[src/rtl/prbs_pkg.sv]
// prbs_pkg: shared FSM state type, LFSR taps, default seed and byte-index width
// for the PRBS-15 pattern generator (optional error injection: PRBS_ERR_INJ_EN).
package prbs_pkg;

  typedef enum logic [1:0] {
    IDLE = 2'd0,
    PAT  = 2'd1,
    PRBS = 2'd2,
    FIN  = 2'd3
  } state_t;

  // Feedback taps of x^15 + x^14 + 1 (state bits 14 and 13)
  localparam int TAP_HI = 14;
  localparam int TAP_LO = 13;

  // Any non-zero value works; all-ones is the conventional PRBS-15 start point
  localparam logic [14:0] DEFAULT_SEED = 15'h7FFF;

  // Pattern word is four bytes, so two bits select the byte
  localparam int IDX_W = 2;

  // Single LFSR step: feedback enters at bit 0, everything shifts toward the MSB
  function automatic logic [14:0] lfsrStep(input logic [14:0] s);
    return {s[13:0], s[TAP_HI] ^ s[TAP_LO]};
  endfunction

endpackage

[src/rtl/prbs15_lfsr8.sv]
// prbs15_lfsr8: PRBS-15 LFSR that advances a whole byte (eight steps) at a time.
// byte_out always shows the byte the next advance will produce.
module prbs15_lfsr8
  import prbs_pkg::*;
(
  input  logic        clk,
  input  logic        rst,
  input  logic        load,
  input  logic [14:0] seed,
  input  logic        adv,
  output logic [7:0]  byte_out
);

  logic [14:0] r_state;
  logic [14:0] w_next;
  logic [7:0]  w_byte;

  // Unrolled eight steps; the first feedback bit ends up in the byte MSB
  always_comb begin
    w_next = r_state;
    w_byte = 8'h00;
    for (int i = 0; i < 8; i++) begin
      w_byte = {w_byte[6:0], w_next[TAP_HI] ^ w_next[TAP_LO]};
      w_next = lfsrStep(w_next);
    end
  end

  // Reset and load restart from the seed; adv moves the state one byte ahead
  always_ff @(posedge clk) begin
    if (rst || load) begin
      r_state <= seed;
    end else if (adv) begin
      r_state <= w_next;
    end
  end

  assign byte_out = w_byte;

endmodule

[src/rtl/prbs15_pattern_gen.sv]
// prbs15_pattern_gen: emits a 32-bit user pattern n_reps times (MSB byte first),
// then prbs_len bytes of PRBS-15, over a valid/ready byte stream.
// Optional macro PRBS_ERR_INJ_EN adds err_inj, which flips bit 0 of one PRBS byte.
module prbs15_pattern_gen
  import prbs_pkg::*;
#(
  parameter logic [14:0] SEED  = DEFAULT_SEED,
  parameter int          REP_W = 8,
  parameter int          LEN_W = 16
) (
  input  logic             clk,
  input  logic             rst,
  input  logic             start,
  input  logic [31:0]      pattern_in,
  input  logic [REP_W-1:0] n_reps,
  input  logic [LEN_W-1:0] prbs_len,
`ifdef PRBS_ERR_INJ_EN
  input  logic             err_inj,
`endif
  input  logic             out_ready,
  output logic [7:0]       data_out,
  output logic             data_valid,
  output logic             busy,
  output logic             done
);

  state_t           r_state;
  logic [31:0]      r_pattern;
  logic [REP_W-1:0] r_nReps;
  logic [REP_W-1:0] r_repCnt;
  logic [LEN_W-1:0] r_prbsLen;
  logic [LEN_W-1:0] r_byteCnt;
  logic [IDX_W-1:0] r_byteIdx;
  logic             r_dataValid;
  logic             r_busy;
  logic             r_done;

  logic             w_xfer;
  logic             w_startAcc;
  logic             w_lfsrAdv;
  logic [REP_W-1:0] w_repNext;
  logic [LEN_W-1:0] w_byteNext;
  logic [7:0]       w_lfsrByte;
  logic [7:0]       w_errMask;
  logic [7:0]       w_dataOut;

  assign w_xfer     = r_dataValid && out_ready;
  assign w_startAcc = (r_state == IDLE) && start;
  assign w_lfsrAdv  = (r_state == PRBS) && w_xfer;
  assign w_repNext  = r_repCnt + REP_W'(1);
  assign w_byteNext = r_byteCnt + LEN_W'(1);

  prbs15_lfsr8 u_lfsr (
    .clk      (clk),
    .rst      (rst),
    .load     (w_startAcc),
    .seed     (SEED),
    .adv      (w_lfsrAdv),
    .byte_out (w_lfsrByte)
  );

  // Run sequencer: latches the request, walks pattern and PRBS phases on transfers, pulses done
  always_ff @(posedge clk) begin
    if (rst) begin
      r_state     <= IDLE;
      r_pattern   <= '0;
      r_nReps     <= '0;
      r_prbsLen   <= '0;
      r_repCnt    <= '0;
      r_byteCnt   <= '0;
      r_byteIdx   <= '0;
      r_dataValid <= 1'b0;
      r_busy      <= 1'b0;
      r_done      <= 1'b0;
    end else begin
      case (r_state)
        IDLE: begin
          r_done <= 1'b0;
          if (start) begin
            r_pattern <= pattern_in;
            r_nReps   <= n_reps;
            r_prbsLen <= prbs_len;
            r_repCnt  <= '0;
            r_byteCnt <= '0;
            r_byteIdx <= '0;
            if (n_reps != '0) begin
              r_state     <= PAT;
              r_dataValid <= 1'b1;
              r_busy      <= 1'b1;
            end else if (prbs_len != '0) begin
              r_state     <= PRBS;
              r_dataValid <= 1'b1;
              r_busy      <= 1'b1;
            end else begin
              r_state     <= FIN;
              r_dataValid <= 1'b0;
              r_busy      <= 1'b0;
              r_done      <= 1'b1;
            end
          end
        end
        PAT: begin
          if (w_xfer) begin
            r_byteIdx <= r_byteIdx + IDX_W'(1);
            if (r_byteIdx == IDX_W'(3)) begin
              r_repCnt <= w_repNext;
              if (w_repNext == r_nReps) begin
                if (r_prbsLen != '0) begin
                  r_state <= PRBS;
                end else begin
                  r_state     <= FIN;
                  r_dataValid <= 1'b0;
                  r_busy      <= 1'b0;
                  r_done      <= 1'b1;
                end
              end
            end
          end
        end
        PRBS: begin
          if (w_xfer) begin
            r_byteCnt <= w_byteNext;
            if (w_byteNext == r_prbsLen) begin
              r_state     <= FIN;
              r_dataValid <= 1'b0;
              r_busy      <= 1'b0;
              r_done      <= 1'b1;
            end
          end
        end
        FIN: begin
          r_state     <= IDLE;
          r_dataValid <= 1'b0;
          r_busy      <= 1'b0;
          r_done      <= 1'b0;
        end
        default: begin
          r_state     <= IDLE;
          r_dataValid <= 1'b0;
          r_busy      <= 1'b0;
          r_done      <= 1'b0;
        end
      endcase
    end
  end

`ifdef PRBS_ERR_INJ_EN
  logic r_errArmed;

  // Sticky injection request: armed by err_inj, consumed by the next PRBS transfer, dropped by a new run
  always_ff @(posedge clk) begin
    if (rst || w_startAcc) begin
      r_errArmed <= 1'b0;
    end else if (err_inj) begin
      r_errArmed <= 1'b1;
    end else if (w_lfsrAdv) begin
      r_errArmed <= 1'b0;
    end
  end

  assign w_errMask = {7'b0, r_errArmed};
`else
  assign w_errMask = 8'h00;
`endif

  // Output byte follows registered state only, so it holds steady while the consumer stalls
  always_comb begin
    w_dataOut = 8'h00;
    case (r_state)
      PAT: begin
        case (r_byteIdx)
          2'd0:    w_dataOut = r_pattern[31:24];
          2'd1:    w_dataOut = r_pattern[23:16];
          2'd2:    w_dataOut = r_pattern[15:8];
          default: w_dataOut = r_pattern[7:0];
        endcase
      end
      PRBS:    w_dataOut = w_lfsrByte ^ w_errMask;
      default: w_dataOut = 8'h00;
    endcase
  end

  assign data_out   = w_dataOut;
  assign data_valid = r_dataValid;
  assign busy       = r_busy;
  assign done       = r_done;

endmodule

[config.mk]
export PLATFORM = sky130hd
export DESIGN_NAME = prbs15_pattern_gen
export DESIGN_NICKNAME = d
export VERILOG_FILES = /design/src/rtl/prbs_pkg.sv /design/src/rtl/prbs15_lfsr8.sv /design/src/rtl/prbs15_pattern_gen.sv
export SDC_FILE = /design/constraint.sdc
export NUM_CORES = 1
export LEC_CHECK = 0
export BUFFER_PORTS_ARGS = -buffer_cell sky130_fd_sc_hd__buf_2
export CORE_MARGIN = 1
export CORE_UTILIZATION = 63
export DETAILED_ROUTE_END_ITERATION = 10
export PLACE_DENSITY_LB_ADDON = 0.1
export RECOVER_POWER = 50
export SLEW_MARGIN = 15
export SYNTH_ARGS = -nofsm -noshare
export SYNTH_HDL_FRONTEND = slang
export SYNTH_HIERARCHICAL = 1
export SYNTH_SLANG_ARGS = --single-unit
[constraint.sdc]
create_clock -name clk -period 6.02 [get_ports clk]
set_input_delay 1.204 -clock clk [delete_from_list [all_inputs] [get_ports clk]]
set_output_delay 1.204 -clock clk [all_outputs]
set_load 0.1 [all_outputs]
==> reports/metrics.csv, run 1 <==
metric;value;unit
type of the most critical hold path;register to register;
ys async rst share;0;%
violations in the final reports;capacitance limit, slew limit;
TritonCTS Buffers;9;
top cells by count, synth;nand2_1, dfxtp_1, a21oi_1;
WP data arrival;4.60;ns
FF-to-FF path depth;6;
number of nets in the layout;782;
proportion of netlist area held by the largest area contributor;31.48;%
Post-DRT Antenna Nets;0;
slack of the worst reg-to-reg path;1.71;ns
crit path capture type;register;
class of the most critical setup path;input port to register;
Routability Congestion;0.9313;
sort of element at the start of the critical path;input port;
horizontal die dimension;95.17;um
Worst Tran Pin Value;1.880;ns
Worst Min Path Start;r_pattern[8]$_SDFFE_PP0P_;
hold depth;2;
most frequent cell after synthesis;nand2_1;
H-tree level count;3;
largest net degree at the start of global routing;90;
antenna violations before repair;0;
RR Startpoint;r_state[1]$_SDFFE_PP0P_;
diodes inserted;0;
Core Box Area;0.008299;sq mm
Setup-failing EPs final;0;
standard-cell rows;33;
slew margin rel.;-25.63;%
register area share after synthesis;39.72;%
most area-consuming cells after synthesis;dfxtp_1, nand2_1, edfxtp_1;
final max-slew violation count;58;
Top Ports;71;
Setup TNS;0;ns
delay contributed by the slowest stage of the critical path;1.36;ns
First DRT Iteration DRCs;378;
layout cell share with drive strength beyond 1;15.34;%
final routed DRC violation total;0;
Filler Cell Count;686;
length of the first detailed-routing pass in iterations;8;
FF-to-FF End;u_lfsr/r_state[14]$_DFFE_PP_;
Sink Count;101;
number of synthesized flops with an enable pin;15;
Max-cap violations;1;
worst-path cell with the longest stage delay;nand2_1;
Routed wire per std cell;16.00;um
Leakage;0.002349;uW
Post-CTS Setup Inserts;0;
predominant post-synthesis flop cell;dfxtp_1;
Hold EP;r_pattern[8]$_SDFFE_PP0P_;
number of distinct library cells after synthesis;61;
Congestion Overflow GR;0;
critical path fanouts, max;57;
Worst VDD drop;185.8;uV
height of the chip;95.17;um
root cell of the clock tree;clkbuf_8;
final cell utilization of the core;72.56;%
critical path cell sequence;clkbuf_1, nand2_1, clkinv_1, nor2_4, mux2_2;
detailed-route via count;4939;
synthesis-stage register bit count;101;
data required time of the worst path;6.14;ns
Max Root-Sink Buffers;2;
clk_lat worst skew;0.37;ns
global-route wire length before repair;20.73;mm
netlist area before placement;0.005469;sq mm
cells after synthesis;656;
f_max;223.3;MHz
status;finished with violations;
number of hold violations in the final report;0;
mean instance size in the synthesized netlist;8.337;sq um
Clk pin slew, worst setup/hold paths;0.10;ns
full die area;0.009057;sq mm
Total Routed Length;13.15;mm
final worst-path cycle share;74.39;%
quantity of hold-fixing buffers added after cts;0;
power per cell area;376.1;mW/mm^2
post-synthesis to final-layout area growth;10.11;%
total of cells resized after clock tree synthesis;0;
crit path time final;4.478;ns
cell taking the most area after synthesis;dfxtp_1;
via density per instance;6.009;
Total Routing Usage GR;29.34;%
unrepaired setup endpoints after global routing;no;
number of warnings issued by yosys;6;
TritonCTS clock tree;done;
clock tree skew after final layout;0.01352;ns
number of global-route vias before repair;4476;
Initial Utilization;65.90;%
detailed placer's ending HPWL;9.245;mm
number of buffers inserted by port buffering;70;
[routing by layer]
layer / track usage, % / wire length (um) / up-vias
met3: 4.466 / 711 / 24
met4: 9.975 / 261 / 0
met1: 35.74 / 5607 / 2326
li1: - / - / 2421
met5: 0 / 0 / -
met2: 52.32 / 6570 / 168
[report_power, final]
| part | internal [uW] | switching (uW) |
|---|---|---|
| Clock | 238 | 252 |
| Sequential | 799 | 74.4 |
| Combinational | 293 | 609 |
[registers in the layout (all words and copies together), names as in the netlist]
register        count
r_byteCnt          16
r_state             2
r_repCnt            8
r_pattern          32
r_prbsLen          16
u_lfsr/r_state     15
r_nReps             8
done                1
r_byteIdx           2
busy                1
[cell type report]
class	instances	area (sq um)	share of cell area, %
Clock buffer	11	162.7	2.701
Clock inverter	5	75.07	1.247
Inverter	11	41.29	0.6856
Multi-Input combinational cell	517	3080	51.15
Sequential cell	101	2172	36.07
Tap cell	105	131.4	2.182
Timing Repair Buffer	72	359.1	5.963
[per-stage QoR]
step | setup WS [ns] | area, sq um | hold slack (ns) | cells | total power [uW]
2_1_floorplan | 2.211 | 5522 | 0.4357 | 670 | 1591
3_3_place_gp | 2.128 | 5793 | 0.4407 | 806 | 1744
3_5_place_dp | 2.026 | 5793 | 0.4464 | 806 | 1776
4_1_cts | 2.355 | 6031 | 0.4600 | 822 | 2263
5_1_grt | 1.243 | 6022 | 0.4709 | 822 | 2382
6_report | 1.542 | 6022 | 0.4568 | 822 | 2265
[cells by family (layout without fill, tap and decap cells)]
logic type,after synthesis,count (layout),share of synthesized area (%)
and+or+nand+nor,272,272,23.95
AOI/OAI and AO/OA,161,161,18.12
other,1,15,0.06857
buffers and inverters,52,99,4.919
xor gates and xnor gates,40,40,6.406
muxes,19,19,4.530
DFF,101,101,39.72
adders and majority gates,10,10,2.288
[how the worst max path moves through the flow]
stage,start,end,slack (ns),cells past startpoint
floorplan,r_byteIdx[0]$_SDFFE_PP0P_,data_out[5],2.21,7
global placement,start,u_lfsr/r_state[2]$_DFFE_PP_,2.13,5
detailed placement,start,u_lfsr/r_state[14]$_DFFE_PP_,2.03,5
CTS,r_byteIdx[0]$_SDFFE_PP0P_,data_out[4],2.36,7
global route,start,u_lfsr/r_state[14]$_DFFE_PP_,1.24,5
finish,start,u_lfsr/r_state[14]$_DFFE_PP_,1.54,5
[critical path: cells and delay by family]
kind | cells | cell delay (ns)
buffers and inverters | 2 | 0.95
muxes | 1 | 0.40
and+or+nand+nor | 2 | 2.04
[placed cells by master (no fill, tap or decap), types with 3 or more instances in the layout]
cell type and n:
buf_2 65, dfxtp_1 86, nand3_1 15, inv_1 10, clkbuf_1 5, and4_1 5
mux2i_1 3, clkbuf_8 10, a31oi_1 3, nand2_1 144, nand4_1 7, a311oi_1 5
nor2b_1 14, ha_1 10, o21ai_0 23, o31ai_1 3, a22oi_1 13, nor4_1 14
nor3b_1 5, nor3_1 7, a222oi_1 8, xor2_1 16, mux2_2 5, and3_1 4
nor2_1 38, mux2_4 10, edfxtp_1 15, xnor2_1 24, or3_1 3, conb_1 15
a21oi_1 85
Power figures use the tool's default switching activity.
==> run 2: changes to the inputs <==
--- a/config.mk
+++ b/config.mk
@@ -7,7 +7,7 @@
 export LEC_CHECK = 0
 export BUFFER_PORTS_ARGS = -buffer_cell sky130_fd_sc_hd__buf_2
 export CORE_MARGIN = 1
-export CORE_UTILIZATION = 63
+export CORE_UTILIZATION = 58
 export DETAILED_ROUTE_END_ITERATION = 10
 export PLACE_DENSITY_LB_ADDON = 0.1
 export RECOVER_POWER = 50
==> constraint.sdc (replaced) <==
create_clock -name clk -period 4.7 [get_ports clk]
set_input_delay 0.94 -clock clk [delete_from_list [all_inputs] [get_ports clk]]
set_output_delay 0.94 -clock clk [all_outputs]
set_load 0.1 [all_outputs]
==> run 2 against run 1 <==
The flow finishes with violations (DRC, capacitance limit, slew limit). Design area down 0.42%. First-iteration DRC count down 20%. Non-clock buffer count up 1. Clock power up 9.2%. Hold slack better by 0.0036 ns. Via count down 3.1%. Setup slack worse by 0.17 ns. Power up 24%. Die area up 8.4%. Sequential cell count unchanged. Combinational power up 28%. Critical endpoint is now u_lfsr/r_state[13]$_DFFE_PP_.
==> reports/metrics.csv, run 2 (synthesis gave the netlist of run 1 again) <==
metric;value;unit;change
status;finished with violations;;
violations in the final reports;DRC, capacitance limit, slew limit;;
final worst-path cycle share;70.85;%;
Core Box Area;0.009196;sq mm;+11%
height of the chip;99.11;um;+4.1%
Clk pin slew, worst setup/hold paths;0.10;ns;about the same
full die area;0.009822;sq mm;+8.4%
largest net degree at the start of global routing;59;;-34%
TritonCTS clock tree;done;;
antenna violations before repair;0;;unchanged
unrepaired setup endpoints after global routing;no;;
total of cells resized after clock tree synthesis;0;;unchanged
delay contributed by the slowest stage of the critical path;1.82;ns;+0.46 ns
most common cell after layout, fill and taps aside;nand2_1;;
Filler Cell Count;805;;+17%
standard-cell rows;35;;+6.1%
number of nets in the layout;783;;+0.13%
Setup TNS;0;ns;unchanged
final max-slew violation count;59;;+1.7%
clock tree skew after final layout;0.01287;ns;-0.0006557 ns
root cell of the clock tree;clkbuf_8;;
length of the first detailed-routing pass in iterations;8;;unchanged
count of buffer and inverter cells on the critical path;1;;-1
start point of the critical path;rst;;
RR Startpoint;r_byteCnt[0]$_SDFFE_PP0P_;;
Total Routing Usage GR;27.53;%;-1.8 points
f_max;300.3;MHz;
clock network fraction of design power;19.0;%;-2.6 points
post-synthesis to final-layout area growth;9.655;%;
most used cells in the layout excluding fill and tap cells;nand2_1, dfxtp_1, a21oi_1, buf_2, nor2_1;;
slack of the worst reg-to-reg path;1.56;ns;-0.15 ns
clk_lat worst skew;0.38;ns;about the same
worst-path cell with the longest stage delay;clkbuf_1;;
Routability Congestion;0.9402;;+0.96%
number of hold violations in the final report;0;;unchanged
quantity of hold-fixing buffers added after cts;0;;unchanged
final routed DRC violation total;2;;+2
Worst VDD drop;243.3;uV;+31%
number of buffers inserted by port buffering;70;;unchanged
via density per instance;5.771;;-4.0%
Congestion Overflow GR;0;;unchanged
diodes inserted;0;;unchanged
First DRT Iteration DRCs;303;;-20%
class of the most critical setup path;input port to register;;
Max-cap violations;1;;unchanged
crit path time final;3.330;ns;
critical path fanouts, max;58;;+1.8%
Max Root-Sink Buffers;2;;unchanged
Post-CTS Setup Inserts;0;;unchanged
logic depth of the worst path, buffers included;2;;-3
FF-to-FF path depth;8;;+2
flip-flop count of the largest register after layout;32;;unchanged
horizontal die dimension;99.11;um;+4.1%
crit-path leading delay family;buffers and inverters;;
Post-DRT Antenna Nets;0;;unchanged
Setup-failing EPs final;0;;unchanged
critical path cell sequence;clkbuf_1, or3_2;;
footprint of the multi-input gates;0.003083;sq mm;about the same
slew margin rel.;-75.29;%;-50 points
worst setup slack after placement;1.603;ns;-0.4227 ns
crit path capture type;register;;
total internal power;1631;uW;+23%
Leakage;0.002340;uW;-0.40%
Sink Count;101;;unchanged
Top Ports;71;;unchanged
top flop regs;r_pattern (32), r_byteCnt (16), r_prbsLen (16);;
Worst Tran Pin Value;2.629;ns;+0.7495 ns
detailed-route via count;4784;;-3.1%
net switching component of the power;1184;uW;+27%
sort of element at the start of the critical path;input port;;
Worst setup endpoint;u_lfsr/r_state[13]$_DFFE_PP_;;
FF-to-FF End;done$_SDFFE_PP0P_;;
Gate power share;41.2;%;+1.4 points
type of the most critical hold path;register to register;;
post-route setup slack;1.370;ns;-0.1718 ns
layout cell share with drive strength beyond 1;16.02;%;+0.68 points
area occupied by registers;0.002172;sq mm;unchanged
switching power as a share of total power;42.05;%;+0.74 points
detailed placer's ending HPWL;9.446;mm;+2.2%
TritonCTS Buffers;9;;unchanged
Total Routed Length;12.98;mm;-1.3%
Routed wire per std cell;15.66;um;-2.1%
number of global-route vias before repair;4403;;-1.6%
WP data arrival;3.38;ns;-1.22 ns
power per cell area;469.4;mW/mm^2;+25%
global-route wire length before repair;21.27;mm;+2.6%
Biggest register;r_pattern;;
H-tree level count;3;;unchanged
Sequential Power Share;39.8;%;+1.3 points
Initial Utilization;59.47;%;-6.4 points
data required time of the worst path;4.75;ns;-1.39 ns
[run 2: cell count changes in the layout (fill, tap and decap cells not counted), sizes merged]
cell / previous run / this run
buf: 67 / 71
bufinv: 1 / 0
clkbuf: 16 / 12
clkinvlp: 0 / 2
[run 2: worst min-delay path by stage]
stage                                          start                    endpoint  depth (start not counted)
after floorplan           r_pattern[28]$_SDFFE_PP0P_  r_pattern[28]$_SDFFE_PP0P_                          2
after global placement     r_pattern[0]$_SDFFE_PP0P_   r_pattern[0]$_SDFFE_PP0P_                          2
after detailed placement   r_pattern[8]$_SDFFE_PP0P_   r_pattern[8]$_SDFFE_PP0P_                          2
after CTS                  r_pattern[0]$_SDFFE_PP0P_   r_pattern[0]$_SDFFE_PP0P_                          2
after global routing       r_pattern[8]$_SDFFE_PP0P_   r_pattern[8]$_SDFFE_PP0P_                          2
final                      r_pattern[8]$_SDFFE_PP0P_   r_pattern[8]$_SDFFE_PP0P_                          2
[run 2: power by group through the flow]
stage	Combinational [uW]	Sequential, uW	Clock, uW
after floorplan	891	1150	0
after global placement	1130	1130	0
after detailed placement	1150	1140	0
after CTS	1160	1120	550
after global routing	1270	1130	575
final	1160	1120	534
[run 2: area by class of cell]
class,instances,share of cell area (%)
Inverter,11,0.6885
Multi-Input combinational cell,517,51.41
Clock inverter,6,0.7094
Timing Repair Buffer,73,6.176
Tap cell,111,2.316
Clock buffer,10,2.483
Sequential cell,101,36.22
[run 2: worst min-delay path: cells and delay by family, from the launching register on]
family,cells,cell delay [ns]
AND/OR/NAND/NOR,1,0.05
AO/OA/AOI/OAI,1,0.05
flip-flops,1,0.32
[run 2: per-layer routing]
| metal | part of all wire, % | up-vias | track usage, % |
|---|---|---|---|
| met4 | 2.3 | 0 | 10.29 |
| li1 | - | 2418 | - |
| met2 | 48 | 139 | 46.69 |
| met3 | 5.1 | 29 | 5.060 |
| met1 | 45 | 2198 | 35.09 |
| met5 | 0 | - | 0 |
[run 2: metrics by stage]
stage | cell area, sq um | util (%) | power [uW] | hold slack (ns) | instances
after floorplan | 5522 | - | 2038 | 0.4357 | 670
after global placement | 5808 | 63.16 | 2264 | 0.4433 | 813
after detailed placement | 5808 | 63.16 | 2291 | 0.4468 | 813
after CTS | 6000 | 65.24 | 2825 | 0.4599 | 829
after global routing | 5997 | 65.21 | 2978 | 0.4832 | 829
final | 5997 | 65.21 | 2815 | 0.4603 | 829
==> run 3: changes to the inputs <==
==> constraint.sdc (replaced) <==
create_clock -name clk -period 3.4 [get_ports clk]
set_input_delay 0.68 -clock clk [delete_from_list [all_inputs] [get_ports clk]]
set_output_delay 0.68 -clock clk [all_outputs]
set_load 0.1 [all_outputs]
==> run 3 against run 2 <==
The flow finishes with violations (DRC). Die area unchanged. Final cell count rose by 0.48%. First-iteration DRC count down 27%. Sequential cell count unchanged.
==> reports/metrics.csv, run 3 (synthesis gave the netlist of run 1 again) <==
metric;value;unit;change
net switching component of the power;1640;uW;+39%
critical path fanouts, max;8;;-86%
Filler Cell Count;807;;+0.25%
Core Box Area;0.009196;sq mm;unchanged
Sink Count;101;;unchanged
H-tree level count;3;;unchanged
Routability Congestion;0.9284;;-1.3%
slew margin rel.;22.95;%;+98 points
detailed placer's ending HPWL;9.536;mm;+0.96%
clock tree skew after final layout;0.008970;ns;-0.003898 ns
slack of the worst reg-to-reg path;0.57;ns;-0.99 ns
critical path cell sequence;inv_1, ha_1, a222oi_1, o21ai_0, a22oi_1, nor2b_1, buf_2;;
Sequential Power Share;39.4;%;-0.4 points
crit path time final;2.987;ns;
final max-slew violation count;0;;-100%
worst setup slack after placement;0.6308;ns;-0.9726 ns
number of hold violations in the final report;0;;unchanged
TritonCTS clock tree;done;;
Leakage;0.002358;uW;+0.78%
largest net degree at the start of global routing;57;;-3.4%
delay contributed by the slowest stage of the critical path;0.44;ns;-1.38 ns
WP data arrival;2.31;ns;-1.07 ns
Biggest register;r_pattern;;
type of the most critical hold path;register to register;;
global-route layer with the greatest usage;met2;;
met2 Track Usage GR;48.25;%;+1.6 points
full die area;0.009822;sq mm;unchanged
unrepaired setup endpoints after global routing;no;;
most common cell after layout, fill and taps aside;nand2_1;;
Post-DRT Antenna Nets;0;;unchanged
via density per instance;5.861;;+1.6%
Post-CTS Setup Inserts;0;;unchanged
count of buffer and inverter cells on the critical path;2;;+1
height of the chip;99.11;um;unchanged
met3 Usage GRT;5.411;%;+0.35 points
Max Root-Sink Buffers;2;;unchanged
Worst VDD drop;414.3;uV;+70%
antenna violations before repair;0;;unchanged
crit-path leading delay family;compound AO/OA/AOI/OAI gates;;
Routed wire per std cell;15.72;um;+0.36%
clock network fraction of design power;19.6;%;+0.6 points
Top Ports;71;;unchanged
length of the first detailed-routing pass in iterations;8;;unchanged
Initial Utilization;59.47;%;unchanged
clk_lat worst skew;0.38;ns;about the same
crit path capture type;primary output;;
total internal power;2292;uW;+41%
final routed DRC violation total;2;;unchanged
total of cells resized after clock tree synthesis;0;;unchanged
diodes inserted;0;;unchanged
post-synthesis to final-layout area growth;10.30;%;
global-route wire length before repair;21.51;mm;+1.1%
power per cell area;651.9;mW/mm^2;+39%
area occupied by registers;0.002172;sq mm;unchanged
worst-path cell with the longest stage delay;dfxtp_1;;
horizontal die dimension;99.11;um;unchanged
Clk pin slew, worst setup/hold paths;0.10;ns;about the same
flip-flop count of the largest register after layout;32;;unchanged
Total Routing Usage GR;27.96;%;+0.43 points
GR Util met1;35.08;%;about the same
Setup TNS;0;ns;unchanged
number of buffers inserted by port buffering;70;;unchanged
sort of element at the start of the critical path;register;;
Total Routed Length;13.09;mm;+0.84%
class of the most critical setup path;register to primary output;;
number of nets in the layout;787;;+0.51%
First DRT Iteration DRCs;222;;-27%
root cell of the clock tree;clkbuf_8;;
final worst-path cycle share;87.85;%;
detailed-route via count;4882;;+2.0%
standard-cell rows;35;;unchanged
f_max;334.8;MHz;
post-placement cell area;0.005838;sq mm;+0.52%
most used cells in the layout excluding fill and tap cells;nand2_1, dfxtp_1, a21oi_1, buf_2, nor2_1;;
Setup-failing EPs final;0;;unchanged
Worst Tran Pin Value;1.161;ns;-1.469 ns
Max-cap violations;0;;-1
layout cell share with drive strength beyond 1;16.07;%;+0.050 points
switching power as a share of total power;41.71;%;-0.34 points
violations in the final reports;DRC;;
status;finished with violations;;
post-route setup slack;0.4132;ns;-0.9568 ns
data required time of the worst path;2.72;ns;-2.03 ns
Gate power share;41.0;%;-0.2 points
TritonCTS Buffers;9;;unchanged
quantity of hold-fixing buffers added after cts;0;;unchanged
number of global-route vias before repair;4546;;+3.2%
footprint of the multi-input gates;0.003080;sq mm;about the same
top flop regs;r_pattern (32), r_byteCnt (16), r_prbsLen (16);;
final std cell area, no fill;0.006032;sq mm;+0.58%
Congestion Overflow GR;0;;unchanged
==> run 3: power groups by stage <==
stage                     logic (uW)  clock network, uW  registers, uW
final                           1610                770           1550
after global routing            1780                838           1570
after CTS                       1610                794           1550
after detailed placement        1610                  0           1580
after global placement          1570                  0           1570
after floorplan                 1230                  0           1580
==> run 3: stage by stage <==
step	total power [uW]	util [%]	instances	hold WS, ns
2_1_floorplan	2817	-	670	0.4357
3_3_place_gp	3141	63.48	817	0.4430
3_5_place_dp	3182	63.48	817	0.4471
4_1_cts	3955	65.69	833	0.4617
5_1_grt	4182	65.59	833	0.4812
6_report	3932	65.59	833	0.4609
==> run 3: routing by layer <==
layer  vias up  part of all wire (%)
li1       2430                     -
met1      2292                    45
met2       139                    48
met3        21                   4.7
met4         0                   2.1
met5         -                     0
==> run 3: worst min-delay path: cells and delay by family, from the launching register on <==
kind	cells	cell delay [ns]
AND/OR/NAND/NOR	1	0.05
AO/OA/AOI/OAI	1	0.05
flip-flops	1	0.32
==> run 3: final cells by class <==
class,instances,area share [%]
inverters,11,0.6845
flip-flops and latches,101,36.01
clock inverters,4,0.6015
repair buffers,77,6.575
well taps,111,2.302
multi-input cells,517,51.07
clock buffers,12,2.759
==> run 3: worst paths after layout <==
kind	from	cells past startpoint	endpoint
hold reg to reg	r_pattern[2]$_SDFFE_PP0P_	2	r_pattern[2]$_SDFFE_PP0P_
hold / removal	r_pattern[2]$_SDFFE_PP0P_	2	r_pattern[2]$_SDFFE_PP0P_
setup reg to reg	r_byteCnt[0]$_SDFFE_PP0P_	8	done$_SDFFE_PP0P_
setup / recovery	r_byteIdx[0]$_SDFFE_PP0P_	7	data_out[4]
